$ cat src/rtl/scan_lut_reader_pkg.sv
// Shared types and mode constants for the scan lookup reader.
package scan_lut_pkg;

  typedef enum logic [1:0] {
    ST_IDLE,
    ST_SCAN,
    ST_RESP
  } state_e;

  localparam int SCAN_LINEAR = 0;
  localparam int SCAN_DIRECT = 1;

endpackage

$ cat src/rtl/scan_lut_reader_if.sv
// Table write port, lookup request/response handshake and status for scan_lut_reader.
interface scan_lut_reader_if #(
  parameter int ADDR_W = 6,
  parameter int DATA_W = 6
);
  logic              WR_EN;
  logic [ADDR_W-1:0] WR_ADDR;
  logic [DATA_W-1:0] WR_DATA;
  logic              REQ_VALID;
  logic              REQ_READY;
  logic [ADDR_W-1:0] REQ_ADDR;
  logic              RSP_VALID;
  logic              RSP_READY;
  logic [DATA_W-1:0] RSP_DATA;
  logic              RSP_HIT;
  logic              CLR;
  logic              BUSY;
  logic [ADDR_W-1:0] SCAN_ADDR;

  modport slave (
    input  WR_EN, WR_ADDR, WR_DATA, REQ_VALID, REQ_ADDR, RSP_READY,
    output REQ_READY, RSP_VALID, RSP_DATA, RSP_HIT, CLR, BUSY, SCAN_ADDR
  );

  modport master (
    output WR_EN, WR_ADDR, WR_DATA, REQ_VALID, REQ_ADDR, RSP_READY,
    input  REQ_READY, RSP_VALID, RSP_DATA, RSP_HIT, CLR, BUSY, SCAN_ADDR
  );
endinterface

$ cat src/rtl/scan_lut_reader_scan_counter.sv
// Scan address counter: synchronous clear, count enable and last-entry flag.
module scan_counter #(
  parameter int ADDR_W = 6,
  parameter int DEPTH  = 1 << ADDR_W
) (
  input  logic              CLK,
  input  logic              RST,
  input  logic              i_clr,
  input  logic              i_en,
  output logic [ADDR_W-1:0] o_count,
  output logic              o_term
);
  localparam logic [ADDR_W-1:0] LAST = ADDR_W'(DEPTH - 1);

  logic [ADDR_W-1:0] r_count;

  always_ff @(posedge CLK) begin
    if (RST || i_clr) begin
      r_count <= '0;
    end else if (i_en) begin
      r_count <= r_count + 1'b1;
    end
  end

  assign o_count = r_count;
  assign o_term  = (r_count == LAST);
endmodule

$ cat src/rtl/scan_lut_reader.sv
// Lookup reader: scans (or directly indexes) a run-time writable table and returns
// data, hit flag and a one-cycle active-low CLR pulse on hits.
module scan_lut_reader
  import scan_lut_pkg::*;
#(
  parameter int                ADDR_W    = 6,
  parameter int                DATA_W    = 6,
  parameter int                DEPTH     = 1 << ADDR_W,
  parameter logic [DATA_W-1:0] DEF_DATA  = {DATA_W{1'b1}},
  parameter int                SCAN_MODE = SCAN_LINEAR
) (
  input logic CLK,
  input logic RST,
  scan_lut_reader_if.slave bus
);
  localparam logic [ADDR_W:0] DEPTH_X = (ADDR_W + 1)'(DEPTH);

  logic [DATA_W-1:0] r_table [DEPTH];
  state_e            r_state;
  logic [ADDR_W-1:0] r_addr;
  logic              r_rsp_valid;
  logic [DATA_W-1:0] r_rsp_data;
  logic              r_rsp_hit;
  logic              r_clr;
  logic              r_busy;

  logic              w_accept;
  logic              w_wr_ok;
  logic [ADDR_W-1:0] w_count;
  logic              w_term;
  logic              w_match;
  logic              w_in_range;
  logic              w_cnt_en;
  logic              w_done;
  logic              w_hit_now;
  logic [ADDR_W-1:0] w_rd_idx;

  assign bus.REQ_READY = (r_state == ST_IDLE) && !RST;
  assign w_accept      = bus.REQ_VALID && bus.REQ_READY;
  assign w_wr_ok       = bus.WR_EN && ({1'b0, bus.WR_ADDR} < DEPTH_X);
  assign w_match       = (w_count == r_addr);
  assign w_in_range    = ({1'b0, r_addr} < DEPTH_X);

  // Direct mode resolves in the single SCAN cycle; linear mode stops on match or last entry.
  assign w_done    = (SCAN_MODE == SCAN_DIRECT) ? 1'b1 : (w_match || w_term);
  assign w_hit_now = (SCAN_MODE == SCAN_DIRECT) ? w_in_range : w_match;
  assign w_rd_idx  = (SCAN_MODE == SCAN_DIRECT) ? r_addr : w_count;
  assign w_cnt_en  = (r_state == ST_SCAN) && (SCAN_MODE == SCAN_LINEAR) && !w_done;

  scan_counter #(
    .ADDR_W (ADDR_W),
    .DEPTH  (DEPTH)
  ) u_scan_counter (
    .CLK     (CLK),
    .RST     (RST),
    .i_clr   (w_accept),
    .i_en    (w_cnt_en),
    .o_count (w_count),
    .o_term  (w_term)
  );

  // A write and a read of the same entry on one edge returns the old contents.
  always_ff @(posedge CLK) begin
    if (RST) begin
      for (int i = 0; i < DEPTH; i++) begin
        r_table[i] <= DATA_W'(i);
      end
    end else if (w_wr_ok) begin
      r_table[bus.WR_ADDR] <= bus.WR_DATA;
    end
  end

  always_ff @(posedge CLK) begin
    if (RST) begin
      r_state     <= ST_IDLE;
      r_addr      <= '0;
      r_rsp_valid <= 1'b0;
      r_rsp_data  <= DEF_DATA;
      r_rsp_hit   <= 1'b0;
      r_clr       <= 1'b1;
      r_busy      <= 1'b0;
    end else begin
      case (r_state)
        ST_IDLE: begin
          if (w_accept) begin
            r_addr  <= bus.REQ_ADDR;
            r_busy  <= 1'b1;
            r_state <= ST_SCAN;
          end
        end
        ST_SCAN: begin
          if (w_done) begin
            r_rsp_valid <= 1'b1;
            r_state     <= ST_RESP;
            if (w_hit_now) begin
              r_rsp_data <= r_table[w_rd_idx];
              r_rsp_hit  <= 1'b1;
              r_clr      <= 1'b0;
            end else begin
              r_rsp_data <= DEF_DATA;
              r_rsp_hit  <= 1'b0;
              r_clr      <= 1'b1;
            end
          end
        end
        ST_RESP: begin
          r_clr <= 1'b1;
          if (bus.RSP_READY) begin
            r_rsp_valid <= 1'b0;
            r_busy      <= 1'b0;
            r_state     <= ST_IDLE;
          end
        end
        default: r_state <= ST_IDLE;
      endcase
    end
  end

  assign bus.RSP_VALID = r_rsp_valid;
  assign bus.RSP_DATA  = r_rsp_data;
  assign bus.RSP_HIT   = r_rsp_hit;
  assign bus.CLR       = r_clr;
  assign bus.BUSY      = r_busy;
  assign bus.SCAN_ADDR = w_count;
endmodule
$ cat src/flat_wrapper.sv
// flat-port wrapper written by rule: the top's interface ports become plain ports
module scan_lut_reader_flat import scan_lut_pkg::*;
#(
  parameter int                ADDR_W    = 6,
  parameter int                DATA_W    = 6,
  parameter int                DEPTH     = 1 << ADDR_W,
  parameter logic [DATA_W-1:0] DEF_DATA  = {DATA_W{1'b1}},
  parameter int                SCAN_MODE = SCAN_LINEAR
)
  (CLK, RST, bus_WR_EN, bus_WR_ADDR, bus_WR_DATA, bus_REQ_VALID, bus_REQ_ADDR, bus_RSP_READY, bus_REQ_READY, bus_RSP_VALID, bus_RSP_DATA, bus_RSP_HIT, bus_CLR, bus_BUSY, bus_SCAN_ADDR);
  scan_lut_reader_if #(.ADDR_W(ADDR_W), .DATA_W(DATA_W)) bus_i ();
  input logic CLK;
  input logic RST;
  input wire logic [$bits(bus_i.WR_EN)-1:0] bus_WR_EN;
  input wire logic [$bits(bus_i.WR_ADDR)-1:0] bus_WR_ADDR;
  input wire logic [$bits(bus_i.WR_DATA)-1:0] bus_WR_DATA;
  input wire logic [$bits(bus_i.REQ_VALID)-1:0] bus_REQ_VALID;
  input wire logic [$bits(bus_i.REQ_ADDR)-1:0] bus_REQ_ADDR;
  input wire logic [$bits(bus_i.RSP_READY)-1:0] bus_RSP_READY;
  output wire logic [$bits(bus_i.REQ_READY)-1:0] bus_REQ_READY;
  output wire logic [$bits(bus_i.RSP_VALID)-1:0] bus_RSP_VALID;
  output wire logic [$bits(bus_i.RSP_DATA)-1:0] bus_RSP_DATA;
  output wire logic [$bits(bus_i.RSP_HIT)-1:0] bus_RSP_HIT;
  output wire logic [$bits(bus_i.CLR)-1:0] bus_CLR;
  output wire logic [$bits(bus_i.BUSY)-1:0] bus_BUSY;
  output wire logic [$bits(bus_i.SCAN_ADDR)-1:0] bus_SCAN_ADDR;
  assign bus_i.WR_EN = bus_WR_EN;
  assign bus_i.WR_ADDR = bus_WR_ADDR;
  assign bus_i.WR_DATA = bus_WR_DATA;
  assign bus_i.REQ_VALID = bus_REQ_VALID;
  assign bus_i.REQ_ADDR = bus_REQ_ADDR;
  assign bus_i.RSP_READY = bus_RSP_READY;
  assign bus_REQ_READY = bus_i.REQ_READY;
  assign bus_RSP_VALID = bus_i.RSP_VALID;
  assign bus_RSP_DATA = bus_i.RSP_DATA;
  assign bus_RSP_HIT = bus_i.RSP_HIT;
  assign bus_CLR = bus_i.CLR;
  assign bus_BUSY = bus_i.BUSY;
  assign bus_SCAN_ADDR = bus_i.SCAN_ADDR;
  scan_lut_reader #(.ADDR_W(ADDR_W), .DATA_W(DATA_W), .DEPTH(DEPTH), .DEF_DATA(DEF_DATA), .SCAN_MODE(SCAN_MODE)) u_core (.CLK(CLK), .RST(RST), .bus(bus_i));
endmodule
$ cat config.mk
export PLATFORM = sky130hd
export DESIGN_NAME = scan_lut_reader_flat
export DESIGN_NICKNAME = d
export VERILOG_FILES = /design/src/rtl/scan_lut_reader_pkg.sv /design/src/rtl/scan_lut_reader_if.sv /design/src/rtl/scan_lut_reader_scan_counter.sv /design/src/rtl/scan_lut_reader.sv /design/src/flat_wrapper.sv
export SDC_FILE = /design/constraint.sdc
export NUM_CORES = 1
export LEC_CHECK = 0
export ABC_CLOCK_PERIOD_IN_PS = 5380
export BUFFER_PORTS_ARGS = -buffer_cell sky130_fd_sc_hd__buf_2
export CAP_MARGIN = 20
export CORE_MARGIN = 2
export CORE_UTILIZATION = 32
export DETAILED_ROUTE_END_ITERATION = 6
export PLACE_DENSITY = 0.5
export SKIP_LAST_GASP = 1
export SLEW_MARGIN = 10
export SYNTH_ARGS = -nofsm -noshare
export SYNTH_HDL_FRONTEND = slang
export SYNTH_SLANG_ARGS = --single-unit
$ cat constraint.sdc
create_clock -name CLK -period 5.38 [get_ports CLK]
set_input_delay 1.076 -clock CLK [delete_from_list [all_inputs] [get_ports CLK]]
set_output_delay 1.076 -clock CLK [all_outputs]
set_load 0.1 [all_outputs]
==> metrics.md, run 1 <==
| Metric | Value |
|---|---|
| Remaining DRCs | `0` |
| Pin count of the biggest net entering global routing | `65` |
| Crit-path max FO | `28` |
| H-Tree Depth | `2` |
| Worst path bufs/invs | `2` |
| Worst setup EP type | `output port` |
| Slew Limit Headroom | `0.333` |
| Largest area contributor in the netlist | `edfxtp_1` |
| CP most frequent cell | `buf_2` |
| Startpoint type of the worst setup path | `primary input` |
| Final TNS setup | `0 ns` |
| Clock skew | `0.0181 ns` |
| Total Wirelength | `52.2 mm` |
| Share of the synthesized area in the top cell type | `0.594` |
| Final Util | `0.362` |
| Post-synthesis sequential area ratio | `0.625` |
| Fin crit share | `0.676` |
| Io pins | `40` |
| Hold Path Origin | `u_core.bus.RSP_VALID$_SDFFE_PP0P_` |
| Leak Pwr | `6.82 nW` |
| Number of buffers created by CTS | `46` |
| Hold Fails Final Rpt | `0` |
| CTS tree | `built` |
| PwrDens | `342 nW/µm²` |
| Starting density of the core | `0.323` |
| Gr ovfl total | `0` |
| Number of global-route vias before repair | `11.8k` |
| Dpl hpwl | `32.0 mm` |
| GRT Total Usage | `0.168` |
| Yosys warns | `0` |
| Num rows | `90` |
| Post-CTS Setup Inserts | `0` |
| Final setup margin | `1.74 ns` |
| Fin. max-slew vios | `0` |
| CP Cell Sequence | `buf_2 -> nor3_1 -> buf_2` |
| Most frequent cells in the layout | `edfxtp_1 (384), or3_1 (196), and2_1 (194)` |
| Post-Syn Area | `19400 µm²` |
| Iteration-0 DRC Markers | `861` |
| DRT antenna net count | `0` |
| RSZ-0062 raised after global routing | `false` |
| Clock Path Buffers | `3` |
| Asr flop ratio synth | `0` |
| Cts hold-fix bufs | `0` |
| Die width | `250 µm` |
| Post-route minimum period | `3.64 ns` |
| Synth area leaders | `edfxtp_1 (59%), mux4_2 (11%), or3_1 (6.3%)` |
| Req. time, crit path | `4.30 ns` |
| Clock transition at the registers of the reported paths | `0.06 ns` |
| Syn_area_per_cell | `13.9 µm²` |
| FF+latch count, synth | `414` |
| WS Path Type | `in2out` |
| First-pass GRT wire length | `78.7 mm` |
| PostCTS Resize Cnt | `0` |
| Die height | `250 µm` |
| Placement Setup Slack | `1.73 ns` |
| Placeable Area | `60100 µm²` |
| Fmax | `275 MHz` |
| Post-synth EDFFs | `384` |
| Worst hold path class | `reg2reg` |
| Root Driver | `clkbuf_16` |
| Final Wtd Congestion | `0.785` |
| Run status | `completed` |
| CP max-delay cell | `nor3_1` |
| Synth Instances | `1398` |
| WL/cell | `23.8 µm` |
| Commonest non-fill, non-tap cell in the layout | `edfxtp_1` |
| Worst IR Drop VDD | `0.182 mV` |
| DR vias | `11.4k` |
| Maxcap violations | `0` |
| Worst Setup SP | `RST` |
| Layout area overhead | `12.2%` |
| DR vias/cell | `5.19` |
| Max incr delay on CP | `0.65 ns` |
| Critical Path AT | `2.56 ns` |
| Worst-Margin Slew | `0.998 ns` |
| Clk_lat worst skew | `0.58 ns` |
| Delay-heaviest family, CP | `buffers and inverters` |
| # port buffers | `39` |
| Setup violations, final | `0` |
| Die area | `62600 µm²` |
| Sink Count | `414` |
| Initial antenna violation count | `0` |
| R2R Setup Slk | `2.49 ns` |
| Distinct cells, synth | `47` |
| Drt first pass iters | `5` |
| Syn_nets | `1422` |
| Final nets | `1403` |
| Fraction of layout cells with a size suffix above 1 | `0.200` |
| Synth Flop Type | `edfxtp_1` |
## metal layers
metal  vias up  global-route usage  part of all wire
met5         -                   0                 0
met4         0              0.0450             0.024
met3        71              0.0350             0.055
met2       289               0.266              0.46
met1      5872               0.236              0.46
li1       5166                   -                 -
## per-stage QoR
stage               area (µm²)  std cells  total power [mW]  hold slack (ns)
finish                   21800       2195              7.44            0.468
detailed placement       20300       2113              4.29            0.456
CTS                      21800       2194              7.50            0.471
global placement         20200       2111              4.28            0.458
floorplan                19400       1398              4.10            0.450
global route             21800       2194              7.65            0.487
## synthesized netlist by cell type, types with 4 or more instances
master    number
a21oi_1       27
a221oi_1       4
and2_1       194
buf_1         10
buf_2         10
buf_4          7
buf_6          6
clkbuf_1     103
dfxtp_1       30
edfxtp_1     384
inv_1          5
mux2_2         4
mux2i_1       38
mux4_2        93
nand2_1       32
nand2b_1       5
nand3_1       15
nor2_1        94
nor2b_1        5
nor3_1         5
nor4_1         6
o21ai_0        9
o22ai_1        5
or2_1         15
or2_2         50
or3_1        196
xnor2_1        9
## final cells by class
cell class	instances	area, µm²
Sequential cell	414	12100
Timing Repair Buffer	69	460
Multi-Input combinational cell	843	6660
Antenna cell	1	2.50
Clock inverter	13	170
Tap cell	782	978
Fill cell	5766	38400
Inverter	5	18.8
Clock buffer	68	1350
## report_power, final
part           internal [mW]  switching, mW
registers               3.67         0.0635
logic                  0.155          0.326
clock network           1.92           1.30
## cells by family (layout without fill, tap and decap cells)
family / Yosys count / in the layout / synth area share
mux: 135 / 135 / 0.130
buf+inv: 141 / 155 / 0.0316
fa+ha+maj: 1 / 1 / 0.000645
simple gates: 625 / 625 / 0.185
xor+xnor: 10 / 10 / 0.00451
compound gates: 72 / 72 / 0.0235
other cells: 0 / 1 / 0
flops: 414 / 414 / 0.625
## sequential cells by signal, indices dropped and copies added (netlist names), named ones only
register / count
u_core.bus.RSP_VALID: 1
u_core.bus.RSP_HIT: 1
u_core.r_addr: 6
u_core.r_state: 2
u_core.bus.CLR: 1
u_core.u_scan_counter.o_count: 6
u_core.bus.RSP_DATA: 6
u_core.bus.BUSY: 1
u_core.r_table: 384
## final timing paths
kind,to,cells past startpoint
worst max register to register,u_core.bus.RSP_DATA[3]$_SDFFE_PP1P_,7
worst min-delay path,u_core.bus.RSP_VALID$_SDFFE_PP0P_,2
worst max-delay path,bus_REQ_READY,3
worst min register to register,u_core.bus.RSP_VALID$_SDFFE_PP0P_,2
## worst register-to-register path, cell delays in order (launching register included)
cell	delay (ns)
dfxtp_4	0.81
buf_4	0.47
nor2b_1	0.10
a2111oi_0	0.60
o21ai_0	0.20
nand3_1	0.20
a21oi_1	0.07
o32a_1	0.34
Power figures use the tool's default switching activity.
==> run 2, diff against run 1 <==
ABC_CLOCK_PERIOD_IN_PS = 3300   (was 5380)
PLACE_DENSITY = 0.52   (was 0.5)
clock period = 3.3 ns   (was 5.38 ns; I/O delays follow)
==> run 2 against run 1 <==
Critical path depth is 1 lower. Via count increased by 1.4%. Setup slack worse by 1.0 ns. Die area is the same. Sequential power increased by 63%. Sequential share of layout area is 0.22 points lower. Clock power increased by 59%. Highest routed layer unchanged. Largest cell class unchanged. Critical endpoint unchanged. Core utilization rose by 0.15 points.
==> metrics.md, run 2 (synthesized netlist as in run 1, its figures left out) <==
| Metric | Value |
|---|---|
| WS Path Type | `reg2out (was in2out)` |
| Hold Path Sink | `u_core.r_addr[3]$_SDFFE_PP0P_ (was u_core.bus.RSP_VALID$_SDFFE_PP0P_)` |
| Initial antenna violation count | `1 (was 0)` |
| Worst hold path class | `in2reg (was reg2reg)` |
| Startpoint type of the worst setup path | `register (was primary input)` |
| Dpl cells | `2118 (was 2113)` |
| Root Driver | `clkbuf_16 (unchanged)` |
| Clock transition at the registers of the reported paths | `0.06 ns (about the same)` |
| Num rows | `90 (unchanged)` |
| Remaining DRCs | `0 (unchanged)` |
| Worst path bufs/invs | `1 (was 2)` |
| RSZ-0062 raised after global routing | `false (unchanged)` |
| Placeable Area | `60100 µm² (unchanged)` |
| Req. time, crit path | `2.64 ns (was 4.30 ns)` |
| RR Endpoint | `u_core.bus.RSP_DATA[0]$_SDFFE_PP1P_ (was u_core.bus.RSP_DATA[3]$_SDFFE_PP1P_)` |
| Hold Fails Final Rpt | `0 (unchanged)` |
| Sink Count | `414 (unchanged)` |
| Die height | `250 µm (unchanged)` |
| Drt first pass iters | `5 (unchanged)` |
| # fillers | `5773 (was 5766)` |
| Post-route minimum period | `2.59 ns` |
| Max incr delay on CP | `0.51 ns (was 0.65 ns)` |
| Clock skew | `0.0418 ns (was 0.0181 ns)` |
| Final Wtd Congestion | `0.807 (was 0.785)` |
| Clock Path Buffers | `3 (unchanged)` |
| Cts hold-fix bufs | `0 (unchanged)` |
| Most frequent cells in the layout | `edfxtp_1 (384), or3_1 (196), and2_1 (194) (unchanged)` |
| DR vias/cell | `5.24 (was 5.19)` |
| Non-Filler Instances | `2205 (was 2195)` |
| H-Tree Depth | `2 (unchanged)` |
| # port buffers | `39 (unchanged)` |
| Max reg flops | `384 (unchanged)` |
| Starting density of the core | `0.323 (unchanged)` |
| Gr ovfl total | `0 (unchanged)` |
| Dpl hpwl | `31.4 mm (was 32.0 mm)` |
| Critical Path AT | `1.93 ns (was 2.56 ns)` |
| Fraction of layout cells with a size suffix above 1 | `0.203 (was 0.200)` |
| Setup violations, final | `0 (unchanged)` |
| PostCTS Resize Cnt | `0 (unchanged)` |
| Io pins | `40 (unchanged)` |
| Worst setup EP type | `output port (unchanged)` |
| Hold depth | `3 (was 2)` |
| Run status | `completed (unchanged)` |
| Number of buffers created by CTS | `46 (unchanged)` |
| PwrDens | `549 nW/µm² (was 342 nW/µm²)` |
| Pin count of the biggest net entering global routing | `80 (was 65)` |
| CTS tree | `built (unchanged)` |
| Fin. max-slew vios | `0 (unchanged)` |
| Reg with most FFs | `u_core.r_table (unchanged)` |
| Commonest non-fill, non-tap cell in the layout | `edfxtp_1 (unchanged)` |
| Fmax | `386 MHz` |
| CP Cell Sequence | `nor3_2 -> buf_2 (was buf_2 -> nor3_1 -> buf_2)` |
| Total Wirelength | `51.7 mm (was 52.2 mm)` |
| Maxcap violations | `0 (unchanged)` |
| Worst R2R Path Depth | `6 (was 7)` |
| R2R Setup Slk | `0.74 ns (was 2.49 ns)` |
| Layout area overhead | `12.7% (was 12.2%)` |
| Final TNS setup | `0 ns (unchanged)` |
| Die width | `250 µm (unchanged)` |
| Crit-path max FO | `8 (was 28)` |
| Clk_lat worst skew | `0.60 ns (was 0.58 ns)` |
| Hold Path Origin | `bus_REQ_ADDR[3] (was u_core.bus.RSP_VALID$_SDFFE_PP0P_)` |
| Final Util | `0.364 (was 0.362)` |
| Placement Setup Slack | `0.634 ns (was 1.73 ns)` |
| Worst-Margin Slew | `1.11 ns (was 0.998 ns)` |
| DR vias | `11.6k (was 11.4k)` |
| Die area | `62600 µm² (unchanged)` |
| Final nets | `1408 (was 1403)` |
| GRT Total Usage | `0.166 (was 0.168)` |
| Iteration-0 DRC Markers | `849 (was 861)` |
| Delay-heaviest family, CP | `buffers and inverters (unchanged)` |
| Fin crit share | `0.786` |
| Worst IR Drop VDD | `0.369 mV (was 0.182 mV)` |
| CP max-delay cell | `buf_2 (was nor3_1)` |
| WL/cell | `23.5 µm (was 23.8 µm)` |
| Slew Limit Headroom | `0.259 (was 0.333)` |
| First-pass GRT wire length | `77.6 mm (was 78.7 mm)` |
| DRT antenna net count | `0 (unchanged)` |
| Leak Pwr | `6.86 nW (was 6.82 nW)` |
| Final setup margin | `0.706 ns (was 1.74 ns)` |
| Number of global-route vias before repair | `11.9k (was 11.8k)` |
| Post-CTS Setup Inserts | `0 (unchanged)` |
run 2: cell types whose count changed in the layout (fill, tap and decap cells not counted), moves of 5 or more:
cell / before / now
clkinv_1: 3 / 9
clkinv_2: 3 / 8
clkbuf_8: 5 / 0
buf_12: 2 / 9
run 2: metrics by stage:
| stage | power [mW] | hold WS, ns | cell area, µm² |
|---|---|---|---|
| after detailed placement | 7.00 | 0.463 | 20400 |
| final | 12.0 | 0.329 | 21900 |
| after global routing | 12.4 | 0.347 | 21900 |
| after global placement | 6.99 | 0.458 | 20400 |
| after floorplan | 6.69 | 0.450 | 19400 |
| after CTS | 12.1 | 0.303 | 21900 |
run 2: tightest hold or removal path: cells and delay by family:
kind / cells / cell delay (ns)
buf+inv: 1 / 0.09
compound gates: 1 / 0.05
simple gates: 1 / 0.05
run 2: area by class of cell:
cell class,instances,area (µm²),area share
Multi-Input combinational cell,843,6670,0.305
Clock inverter,24,253,0.0116
Timing Repair Buffer,74,571,0.0261
Antenna cell,1,2.50,0.000114
Sequential cell,414,12100,0.555
Clock buffer,62,1230,0.0564
Tap cell,782,978,0.0447
Inverter,5,18.8,0.000858
run 2: per-layer routing:
metal | vias to the layer above | track usage | wire (µm)
li1 | 5176 | - | -
met1 | 5966 | 0.233 | 23400
met2 | 349 | 0.266 | 24200
met3 | 69 | 0.0276 | 2940
met4 | 0 | 0.0491 | 1220
met5 | - | 0 | 0
run 2: where the power goes:
group / internal [mW] / switching [mW] / total, mW
sequential: 5.99 / 0.105 / 6.09
combinational: 0.260 / 0.525 / 0.785
clock: 2.95 / 2.17 / 5.13
total: 9.20 / 2.80 / 12.0
run 2: worst max path at each step:
stage | start | end | slack [ns] | cells past startpoint
2_1_floorplan | RST | register | 0.10 | 6
3_3_place_gp | RST | u_core.r_table[24][3]$_SDFFCE_PN1P_ | 0.68 | 6
3_5_place_dp | bus_WR_ADDR[0] | u_core.r_table[6][2]$_SDFFCE_PN1P_ | 0.63 | 6
4_1_cts | u_core.r_state[1]$_SDFFE_PP0P_ | bus_REQ_READY | 0.67 | 2
5_1_grt | register | u_core.bus.RSP_DATA[1]$_SDFFE_PP1P_ | 0.57 | 6
6_report | u_core.r_state[1]$_SDFFE_PP0P_ | bus_REQ_READY | 0.71 | 2
